[config.mk]
export PLATFORM = sky130hd
export DESIGN_NAME = multicycle_ctrl
export DESIGN_NICKNAME = d
export VERILOG_FILES = /design/src/rtl/multicycle_ctrl.sv
export SDC_FILE = /design/constraint.sdc
export NUM_CORES = 1
export LEC_CHECK = 0
export ABC_AREA = 0
export BUFFER_PORTS_ARGS = -buffer_cell sky130_fd_sc_hd__buf_4
export CAP_MARGIN = 20
export CELL_PAD_IN_SITES_DETAIL_PLACEMENT = 0
export CELL_PAD_IN_SITES_GLOBAL_PLACEMENT = 1
export CORE_ASPECT_RATIO = 0.75
export CORE_MARGIN = 2
export CORE_UTILIZATION = 37
export CTS_CLUSTER_SIZE = 24
export DETAILED_ROUTE_END_ITERATION = 10
export GPL_ROUTABILITY_DRIVEN = 0
export GPL_TIMING_DRIVEN = 0
export PLACE_DENSITY_LB_ADDON = 0.1
export SLEW_MARGIN = 20
export SYNTH_ARGS = -nofsm -noshare
export SYNTH_HDL_FRONTEND = slang
export SYNTH_SLANG_ARGS = --single-unit
[constraint.sdc]
create_clock -name clk -period 2.03 [get_ports clk]
set_input_delay 0.3045 -clock clk [delete_from_list [all_inputs] [get_ports clk]]
set_output_delay 0.3045 -clock clk [all_outputs]
set_load 0.005 [all_outputs]
[src/rtl/multicycle_ctrl.sv]
// -----------------------------------------------------------------------------
// multicycle_ctrl
// Control FSM for a multi-cycle RV32I datapath. Instruction fetch and data
// access share one memory port. Every datapath select and strobe is decoded
// from the current state, the IR opcode, the branch comparison result and
// memory readiness.
//
// Ports
//   clk, reset        rising-edge clock, asynchronous active-high reset
//   opcode            IR[6:0]
//   branch_cond       funct3 comparison result (meaningful in EXEC)
//   mem_ready         memory completes the current access this cycle
//   pc_write          load PC at the clock edge
//   ir_write          load IR and old_pc
//   addr_sel          memory address: 0=PC, 1=ALUOut
//   mem_req, mem_we   memory request / write qualifier
//   alu_a_sel         00=rs1, 01=PC, 10=old_pc, 11=zero
//   alu_b_sel         00=rs2, 01=imm, 10=const 4
//   pc_src            00=ALU result, 01=ALUOut
//   wb_sel            00=ALUOut, 01=MDR, 10=link (old_pc+4)
//   reg_write         register file write
//   instr_retired     pulse on the final cycle of each instruction
//   state_out         FETCH=0 DECODE=1 EXEC=2 MEM=3 WB=4 HALT=5
//   halted, illegal, timeout   sticky status flags, cleared only by reset
//
// Memory handshake: a transfer happens in every cycle where mem_req and
// mem_ready are both 1. mem_req, addr_sel and mem_we come from the state
// register only, so once raised they hold until the cycle that sees
// mem_ready. mem_ready is ignored while mem_req is 0, and completion in the
// first request cycle is allowed.
// -----------------------------------------------------------------------------
module multicycle_ctrl #(
  parameter int unsigned TIMEOUT_CYCLES = 16
) (
  input  logic       clk,
  input  logic       reset,
  input  logic [6:0] opcode,
  input  logic       branch_cond,
  input  logic       mem_ready,
  output logic       pc_write,
  output logic       ir_write,
  output logic       addr_sel,
  output logic       mem_req,
  output logic       mem_we,
  output logic [1:0] alu_a_sel,
  output logic [1:0] alu_b_sel,
  output logic [1:0] pc_src,
  output logic [1:0] wb_sel,
  output logic       reg_write,
  output logic       instr_retired,
  output logic [2:0] state_out,
  output logic       halted,
  output logic       illegal,
  output logic       timeout
);

  typedef enum logic [2:0] {
    S_FETCH  = 3'd0,
    S_DECODE = 3'd1,
    S_EXEC   = 3'd2,
    S_MEM    = 3'd3,
    S_WB     = 3'd4,
    S_HALT   = 3'd5
  } state_t;

  localparam logic [6:0] OP_R      = 7'b0110011;
  localparam logic [6:0] OP_I      = 7'b0010011;
  localparam logic [6:0] OP_LOAD   = 7'b0000011;
  localparam logic [6:0] OP_STORE  = 7'b0100011;
  localparam logic [6:0] OP_BRANCH = 7'b1100011;
  localparam logic [6:0] OP_JAL    = 7'b1101111;
  localparam logic [6:0] OP_JALR   = 7'b1100111;
  localparam logic [6:0] OP_LUI    = 7'b0110111;
  localparam logic [6:0] OP_AUIPC  = 7'b0010111;
  localparam logic [6:0] OP_SYSTEM = 7'b1110011;

  // Value of the stall counter during the last allowed stalled cycle.
  localparam logic [7:0] TCNT_LAST = 8'(TIMEOUT_CYCLES - 1);

  state_t     state_q, state_d;
  logic [7:0] tcnt_q, tcnt_d;
  logic       halted_q, halted_d;
  logic       illegal_q, illegal_d;
  logic       timeout_q, timeout_d;

  // A stalled request cycle either keeps waiting or, on the last allowed
  // cycle, gives up. mem_ready in that same cycle takes priority.
  logic stall_expired;
  assign stall_expired = (tcnt_q == TCNT_LAST);

  always_ff @(posedge clk or posedge reset) begin
    if (reset) begin
      state_q   <= S_FETCH;
      tcnt_q    <= 8'd0;
      halted_q  <= 1'b0;
      illegal_q <= 1'b0;
      timeout_q <= 1'b0;
    end else begin
      state_q   <= state_d;
      tcnt_q    <= tcnt_d;
      halted_q  <= halted_d;
      illegal_q <= illegal_d;
      timeout_q <= timeout_d;
    end
  end

  always_comb begin
    state_d       = state_q;
    halted_d      = halted_q;
    illegal_d     = illegal_q;
    timeout_d     = timeout_q;
    pc_write      = 1'b0;
    ir_write      = 1'b0;
    addr_sel      = 1'b0;
    mem_req       = 1'b0;
    mem_we        = 1'b0;
    alu_a_sel     = 2'b00;
    alu_b_sel     = 2'b00;
    pc_src        = 2'b00;
    wb_sel        = 2'b00;
    reg_write     = 1'b0;
    instr_retired = 1'b0;

    // Outputs are gated while reset is held so an asynchronous reset
    // cancels any strobe in the cycle it arrives.
    if (!reset) begin
      unique case (state_q)
        S_FETCH: begin
          mem_req   = 1'b1;
          alu_a_sel = 2'b01;
          alu_b_sel = 2'b10;
          if (mem_ready) begin
            ir_write = 1'b1;
            pc_write = 1'b1;
            state_d  = S_DECODE;
          end else if (stall_expired) begin
            timeout_d = 1'b1;
            state_d   = S_HALT;
          end
        end

        S_DECODE: begin
          // old_pc + imm is latched in ALUOut as the branch/JAL target.
          alu_a_sel = 2'b10;
          alu_b_sel = 2'b01;
          unique case (opcode)
            OP_R, OP_I, OP_LOAD, OP_STORE, OP_BRANCH,
            OP_JAL, OP_JALR, OP_LUI, OP_AUIPC: state_d = S_EXEC;
            OP_SYSTEM: begin
              halted_d = 1'b1;
              state_d  = S_HALT;
            end
            default: begin
              illegal_d = 1'b1;
              state_d   = S_HALT;
            end
          endcase
        end

        S_EXEC: begin
          unique case (opcode)
            OP_R: state_d = S_WB;
            OP_I: begin
              alu_b_sel = 2'b01;
              state_d   = S_WB;
            end
            OP_LUI: begin
              alu_a_sel = 2'b11;
              alu_b_sel = 2'b01;
              state_d   = S_WB;
            end
            OP_AUIPC: begin
              alu_a_sel = 2'b10;
              alu_b_sel = 2'b01;
              state_d   = S_WB;
            end
            OP_LOAD, OP_STORE: begin
              alu_b_sel = 2'b01;
              state_d   = S_MEM;
            end
            OP_BRANCH: begin
              pc_write      = branch_cond;
              pc_src        = 2'b01;
              instr_retired = 1'b1;
              state_d       = S_FETCH;
            end
            OP_JAL: begin
              pc_write = 1'b1;
              pc_src   = 2'b01;
              state_d  = S_WB;
            end
            OP_JALR: begin
              // rs1 + imm straight from the ALU; the datapath clears bit 0.
              alu_b_sel = 2'b01;
              pc_write  = 1'b1;
              state_d   = S_WB;
            end
            default: begin
              // IR cannot change after DECODE; treat a surprise as illegal.
              illegal_d = 1'b1;
              state_d   = S_HALT;
            end
          endcase
        end

        S_MEM: begin
          mem_req  = 1'b1;
          addr_sel = 1'b1;
          mem_we   = (opcode == OP_STORE);
          if (mem_ready) begin
            if (opcode == OP_STORE) begin
              instr_retired = 1'b1;
              state_d       = S_FETCH;
            end else begin
              state_d = S_WB;
            end
          end else if (stall_expired) begin
            timeout_d = 1'b1;
            state_d   = S_HALT;
          end
        end

        S_WB: begin
          reg_write     = 1'b1;
          instr_retired = 1'b1;
          state_d       = S_FETCH;
          if (opcode == OP_LOAD) begin
            wb_sel = 2'b01;
          end else if (opcode == OP_JAL || opcode == OP_JALR) begin
            wb_sel = 2'b10;
          end
        end

        S_HALT: state_d = S_HALT;

        default: state_d = S_HALT;
      endcase
    end
  end

  // Counts consecutive stalled request cycles within one state.
  always_comb begin
    tcnt_d = 8'd0;
    if (mem_req && !mem_ready && (state_d == state_q)) begin
      tcnt_d = tcnt_q + 8'd1;
    end
  end

  assign state_out = state_q;
  assign halted    = halted_q;
  assign illegal   = illegal_q;
  assign timeout   = timeout_q;

endmodule

==> out/results.tsv <==
metric	value	unit
netlist.area_leader.share	31.8	%
relSlewSlack	66.4	%
worst_slew_pin_slew	0.499	ns
ant_nets	0	
die_h	51.2	microns
synth-async-reset-ratio	100	%
synth_top_family_by_area	simple AND/OR/NAND/NOR gates	
end_kind	primary output	
numCtsBuffers	3	
clockBufferDepth	2	
fin_worst_skew	0.00335	ns
crit_type	reg -> out	
grt_pass1_wl	4970	microns
pwr-share-seq	30.1	%
crit_arrival	1.70	ns
drv_cap	0	
io_pins	32	
yosys.area_share.xor_xnor	6.36	%
regToRegStartpoint	state_out[0]	
antenna_found_initial	0	
grt_pass1_vias	1048	
wl_per_cell	14.1	microns
netlist_area	1100	sq um
sw_frac_of_total	36.5	%
core-area	2890	sq um
layout.nets	184	
ys_types	46	
power_density	735	nW/um^2
port_buffers	26	
synthAdderAreaFrac	1.14	%
clock_power_share	24.3	%
grt_max_degree	18	
post-place-ws	-0.0509	ns
yosys_warnings	0	
layout-drive-gt1-share	35.1	%
finalHoldViolations	0	
crit_path_start_kind	flip-flop	
vias	1155	
min_path_type	in -> async	
antennaDiodeCount	0	
intPower	704	uW
synthTopCellsByArea	dfrtp_1, nor2_1, nor3_1	
startpoint	state_out[1]	
synth_edf_count	0	
dp_hpwl	2210	microns
yosysMostFrequentCell	nor2_1	
synth.net_count	149	
htreeDepth	1	
cts-hold-fix-buffers	0	
syn_area_per_cell	8.04	sq um
first_iter_violations	75	
crit_required	1.73	ns
combPwrFrac	45.5	%
num_rows	17	
grt.total_usage	19.2	%
min_period	2.00	ns
ys_seq_area_share	31.8	%
report.final.slew_viol_count	0	
vias_per_cell	5.53	
drcViolationCount	0	
cp_max_fo	4	
place_area	1340	sq um
status	complete, no violations	
initial_core_util	38.1	%
clock-root-buffer	clkbuf_8	
synth_compound_area_share	18.0	%
drt_pass1_iterations	4	
seqCellArea	353	sq um
synth_top_area_cell	dfrtp_1	
fmaxAchievable	0.500	GHz
p_leak	0.000691	uW
vdd_ir_drop_max	0.608	mV
fill_cells	298	
rsz0062_at_grt	true	
die_area	3430	sq um
gr-total-overflow	0	
setup_violations	0	
postLayoutCellArea	1510	sq um
setup_slack	0.0294	ns
period_share	98.6	%
yosys-top-cells-count	nor2_1, dfrtp_1, nand2_1	
p_switching	405	uW
syn_to_final_growth	36.9	%
die_w	67.0	microns
multiInputGateArea	722	sq um
clkTransAtPathRegs	0.06	ns
synth_cells	137	
ys.flop_type	dfrtp_1	
clock_sinks	14	
synth_seq_cells	14	
synthSimpleGateAreaFrac	33.5	%
cts_tree	yes	
routed_wl	2950	microns
clk_latency	0.24	ns
synth.mux.area_fraction	0	%
## power by group through the flow
stage	Combinational [uW]	Clock (uW)	Sequential, uW
floorplan	290	0	331
global placement	445	0	335
detailed placement	447	0	336
CTS	468	281	331
global route	551	298	337
finish	505	270	334
## timing repair
item / 4_1_cts / 5_1_grt
buffers inserted: 2 / 2
pin swaps: 1 / 0
resized for setup: 6 / 10
endpoints found under the setup margin: 8 / 7
gates cloned: 0 / 0
## area by class of cell
type,count,share of cell area (%)
tap,38,3.15
multi-input combinational,106,47.9
buffer,9,4.73
sequential,14,23.4
inverter,8,2.24
clock buffer,4,3.65
timing repair buffer,30,14.9
## layout by cell type (no fill, tap or decap), types with 4 or more instances in the layout
cell and instances:
buf_4 32, nor2_1 18, dfrtp_1 12, nand2_1 9
inv_1 7, nor3_1 6, clkbuf_8 5, a21oi_1 5
xnor2_1 5, buf_2 4
## worst paths after layout
| path | to | slack [ns] | cells after the start |
|---|---|---|---|
| worst max register to register | tcnt_q[6] | 0.27 | 6 |
| worst min-delay path | tcnt_q[6] | 0.23 | 3 |
| min in group clk | halted | 0.41 | 3 |
| max in group asynchronous | state_out[2] | 1.55 | 3 |
| worst max-delay path | wb_sel[1] | 0.03 | 5 |
| worst min register to register | timeout | 0.46 | 1 |
## state kept, by name, summed over array words and instances, names as in the netlist
signal,cells
halted,1
illegal,1
tcnt_q,8
timeout,1
state_out,3
## kinds of logic (layout without fill, tap and decap cells)
logic type	count (synthesis)	count (layout)
adders and majority gates	1	1
buffers and inverters	17	51
other	1	1
xor gates and xnor gates	8	8
AOI/OAI and AO/OA	27	27
and+or+nand+nor	69	69
DFF	14	14
## per-stage QoR
step / util [%] / instances / setup TNS (ns) / hold WS [ns] / power [uW]
global route: 52.1 / 209 / -0.0713 / 0.260 / 1190
CTS: 50.0 / 207 / 0 / 0.338 / 1080
detailed placement: 46.5 / 201 / -0.133 / 0.451 / 783
floorplan: - / 137 / 0 / 0.376 / 621
finish: 52.1 / 209 / 0 / 0.230 / 1110
global placement: 46.5 / 201 / -0.113 / 0.446 / 779
## worst max-delay path, stage by stage (launching register included)
cell,delay (ns)
dfrtp_2,0.44
xnor2_1,0.13
or3_1,0.34
or2_4,0.28
nor4_4,0.13
buf_4,0.14
## layer usage
layer	track usage (%)	share of wire (%)	vias up	routed length [microns]
met5	0	0	-	0
met2	24.7	42	36	1240
met4	5.10	0.65	0	19
met1	30.0	51	556	1500
li1	-	-	559	-
met3	6.17	6.3	4	186
Power figures use the tool's default switching activity.
